File: config.mk
export PLATFORM = sky130hd
export DESIGN_NAME = shift_cnt
export DESIGN_NICKNAME = d
export VERILOG_FILES = /design/src/rtl/shift_cnt.sv
export SDC_FILE = /design/constraint.sdc
export NUM_CORES = 1
export LEC_CHECK = 0
export ABC_CLOCK_PERIOD_IN_PS = 2500
export BUFFER_PORTS_ARGS = -buffer_cell sky130_fd_sc_hd__buf_2
export CAP_MARGIN = 5
export CORE_AREA = 8 8 45 47
export DETAILED_ROUTE_END_ITERATION = 6
export DIE_AREA = 0 0 53 55
export GPL_ROUTABILITY_DRIVEN = 0
export GPL_TIMING_DRIVEN = 0
export PLACE_DENSITY = 0.49
export SLEW_MARGIN = 10
export SYNTH_ARGS = -nofsm -noshare
export SYNTH_HDL_FRONTEND = slang
export SYNTH_SLANG_ARGS = --single-unit
File: constraint.sdc
create_clock -name i_clk -period 2.5 [get_ports i_clk]
set_clock_uncertainty 0.2 [all_clocks]
set_input_delay 0.5 -clock i_clk [delete_from_list [all_inputs] [get_ports i_clk]]
set_output_delay 0.5 -clock i_clk [all_outputs]
set_load 0.02 [all_outputs]
File: src/rtl/shift_cnt.sv
// rtl/shift_cnt.sv - parametrised ring/Johnson shift counter with load, direction and wrap pulse
// Optional feature macro: SHIFT_CNT_SELF_CORRECT_EN (illegal-state detection and recovery to SEED)
module shift_cnt #(
    parameter int WIDTH = 4
) (
    input  logic             i_clk,
    input  logic             i_rst_n,
    input  logic             i_en,
    input  logic             i_mode,
    input  logic             i_dir,
    input  logic             i_load,
    input  logic [WIDTH-1:0] i_load_val,
    output logic [WIDTH-1:0] o_q,
    output logic             o_wrap,
    output logic             o_illegal
);

    localparam logic [WIDTH-1:0] SEED = {{(WIDTH-1){1'b0}}, 1'b1};

    logic [WIDTH-1:0] r_q;
    logic             r_wrap;
    logic [WIDTH-1:0] w_shifted;
    logic             w_illegal;

    // Next state of a plain shift for the current mode and direction
    always_comb begin
        w_shifted = r_q;
        case ({i_mode, i_dir})
            2'b00:   w_shifted = {r_q[WIDTH-2:0], r_q[WIDTH-1]};
            2'b01:   w_shifted = {r_q[0], r_q[WIDTH-1:1]};
            2'b10:   w_shifted = {r_q[WIDTH-2:0], ~r_q[WIDTH-1]};
            default: w_shifted = {~r_q[0], r_q[WIDTH-1:1]};
        endcase
    end

`ifdef SHIFT_CNT_SELF_CORRECT_EN
    localparam int CW = $clog2(WIDTH) + 1;

    logic [CW-1:0] w_trans;
    logic          w_ring_legal;
    logic          w_john_legal;

    // Legality: ring needs exactly one bit set, Johnson at most one adjacent-bit transition
    always_comb begin
        w_trans = '0;
        for (int i = 0; i < WIDTH - 1; i++) begin
            w_trans = w_trans + {{(CW-1){1'b0}}, r_q[i] ^ r_q[i+1]};
        end
        w_ring_legal = (r_q != '0) && ((r_q & (r_q - WIDTH'(1))) == '0);
        w_john_legal = (w_trans <= CW'(1));
        w_illegal    = i_mode ? ~w_john_legal : ~w_ring_legal;
    end
`else
    // Without self-correction every state is treated as shiftable
    assign w_illegal = 1'b0;
`endif

    // Counter state and wrap pulse: load beats shift, shift beats hold
    always_ff @(posedge i_clk or negedge i_rst_n) begin
        if (!i_rst_n) begin
            r_q    <= SEED;
            r_wrap <= 1'b0;
        end else if (i_load) begin
            r_q    <= i_load_val;
            r_wrap <= 1'b0;
        end else if (i_en) begin
            if (w_illegal) begin
                r_q    <= SEED;
                r_wrap <= 1'b0;
            end else begin
                r_q    <= w_shifted;
                r_wrap <= (w_shifted == SEED);
            end
        end else begin
            r_wrap <= 1'b0;
        end
    end

    assign o_q       = r_q;
    assign o_wrap    = r_wrap;
    assign o_illegal = w_illegal;

endmodule
==> run_results.csv <==
group,metric,value,unit
floorplanning,die_h,55,um
grt,grt_first_pass_wirelength,1.23,mm
timing,tns,0,ns
grt,grt_max_degree,10,
yosys,seq_area_frac_synth,40.1,%
yosys,yosysTopAreaCellShare,31.7,%
timing,report.final.slew_viol_count,0,
setup_path,path_cells,"buf_2",
timing,rsz0062_at_grt,"no",
setup_path,crit_family,"flip-flops",
cts,htree_levels,1,
detailed_routing,wl,795,um
yosys,synth_fp_nets,46,
detailed_routing,antenna_left,0,
layout,regArea,126,um2
detailed_routing,dr.first_iter.drc_count,1,
setup_path,endpoint_kind,"output port",
grt,grt_use_total,5.74,%
detailed_routing,dr.pass1.iters,2,
layout,syn_to_final_growth,35.3,%
flow_run,drv_cap,0,
cts,cts_root_buf,"clkbuf_4",
layout,drive_gt1_share,34.6,%
floorplanning,core_area,0.00138,mm2
detailed_routing,wl_per_cell,11.7,um
yosys,yosysUniqueCellTypes,24,
setup_path,crit_buf_inv,1,
placement,portBuffers,11,
timing,setup_viol,0,
yosys,synth-async-reset-ratio,100,%
yosys,yosys.cell_count.top_type,"nor2_1",
layout,multi_input_area,158,um2
timing,fin_hold_ws,0.270,ns
placement,hpwlAfterDp,619,um
yosys,ys.flop_type,"dfrtp_1",
timing,period_needed,1.68,ns
setup_path,critical_path_class,"reg -> out",
yosys,synth_top_area_cell,"dfrtp_1",
cts,cts_tree,"built",
timing,fin_crit_sh,67.0,%
yosys,synth-edff-count,0,
detailed_routing,drc,0,
floorplanning,ioPinCount,16,
setup_path,critPathMaxFanout,5,
power,vdd_ir_drop_max,185,uV
layout,fillers,157,
floorplanning,die_w,53,um
grt,antenna_found_initial,0,
run_status,status,"finished, final reports clean",
setup_path,slowest_stage,"dfstp_2",
setup_path,worstPathArrival,0.98,ns
worst_hold_path,min_path_type,"in -> reg",
grt,overflow,0,
setup_path,cp.required,1.80,ns
yosys,synth.area.top_cells,"dfrtp_1, dfstp_2, nor2_1",
detailed_routing,vias_per_cell,4.26,
yosys,syn_area_per_cell,8.76,um2
detailed_routing,vias,290,
yosys,synth_warnings,0,
floorplanning,initial_core_util,22.8,%
cts,cts_buffers,3,
cts,cts_setup_buffers,0,
timing,hold_viol,0,
setup_path,crit_path_start_kind,"flop",
yosys,synth_common_cells,"nor2_1, dfrtp_1",
floorplanning,placementRows,14,
floorplanning,die_area,0.00292,mm2
yosys,synth-seq-cells,5,
cts,clock-sinks,5,
setup_path,reg2reg_slack,1.20,ns
setup_path,cp_slowest_stage_delay,0.56,ns
grt,grt_pass1_vias,280,
yosys,synthCells,36,
power,leakage,0.212,nW
cts,clk_pin_slew,0.04,ns
layout,antenna_cells,0,
layout,utilization,30.8,%
yosys,syn_area,315,um2
cts,clk_path_buf_depth,2,
cts,worstSkewPairLatency,0.24,ns
layout,nets,63,
timing,fmax,597,MHz
power,power_density,591,mW/mm2
==> final timing paths <==
kind | start | cells after the start | to
worst min register to register | o_q[2]$_DFFE_PN0P_ | 1 | o_wrap$_DFF_PN0_
worst min-delay path | i_load_val[1] | 2 | o_q[1]$_DFFE_PN0P_
worst max-delay path | o_q[0]$_DFFE_PN1P_ | 1 | o_q[0]
worst max register to register | o_q[0]$_DFFE_PN1P_ | 3 | o_q[3]$_DFFE_PN0P_
max in group asynchronous | i_rst_n | 2 | o_q[0]$_DFFE_PN1P_
min in group asynchronous | i_rst_n | 2 | o_wrap$_DFF_PN0_
==> where the power goes <==
part	switching, W	internal, W
clock	0.0000307	0.0000602
combinational	0.0000338	0.0000284
sequential	0.00000899	0.0000901
==> area by class of cell <==
cell class | count | share of cell area, %
Tap cell | 16 | 4.69
Multi-Input combinational cell | 26 | 37.0
Timing Repair Buffer | 12 | 15.2
Buffer | 4 | 6.45
Sequential cell | 5 | 29.6
Clock buffer | 4 | 6.16
Inverter | 1 | 0.880
==> cells in the final DEF, fill, tap and decap left out, types with 2 or more instances in the layout <==
| cell type | n |
|---|---|
| a211oi_1 | 2 |
| a21oi_1 | 2 |
| a22o_1 | 2 |
| buf_2 | 12 |
| clkbuf_1 | 2 |
| clkbuf_4 | 3 |
| dfrtp_1 | 4 |
| nor2_1 | 6 |
| nor3_1 | 2 |
==> registers in the layout, summed over array words and instances (netlist names) <==
| register | cells |
|---|---|
| o_q | 4 |
| o_wrap | 1 |
==> cells by family after synthesis <==
kind of cell	Yosys count	synth area share [%]
buf+inv	5	9.92
xor+xnor	2	5.56
other cells	1	1.19
simple gates	13	19.8
flops	5	40.1
compound gates	9	20.2
mux	1	3.17
==> what timing repair did <==
| action | CTS | global route |
|---|---|---|
| hold buffers | 1 | 0 |
| hold endpoints to repair | 4 | 0 |
| resized for setup | 0 | 0 |
==> stage by stage <==
step	area (um2)	cells	worst slack (ns)	total power [W]
after global placement	390	63	1.07	0.000162
after CTS	427	68	0.805	0.000258
after floorplan	315	36	1.18	0.000141
after global routing	427	68	0.771	0.000273
final	427	68	0.824	0.000252
after detailed placement	390	63	1.07	0.000162
==> per-layer routing <==
metal  up-vias  GRT usage [%]  wire length, um
met3         0           4.01               69
met2        12           8.20              359
li1        154              -                -
met1       124           6.40              366
met4         0           2.59                0
met5         -              0                0
No activity file was read; power rests on OpenSTA's default activity.
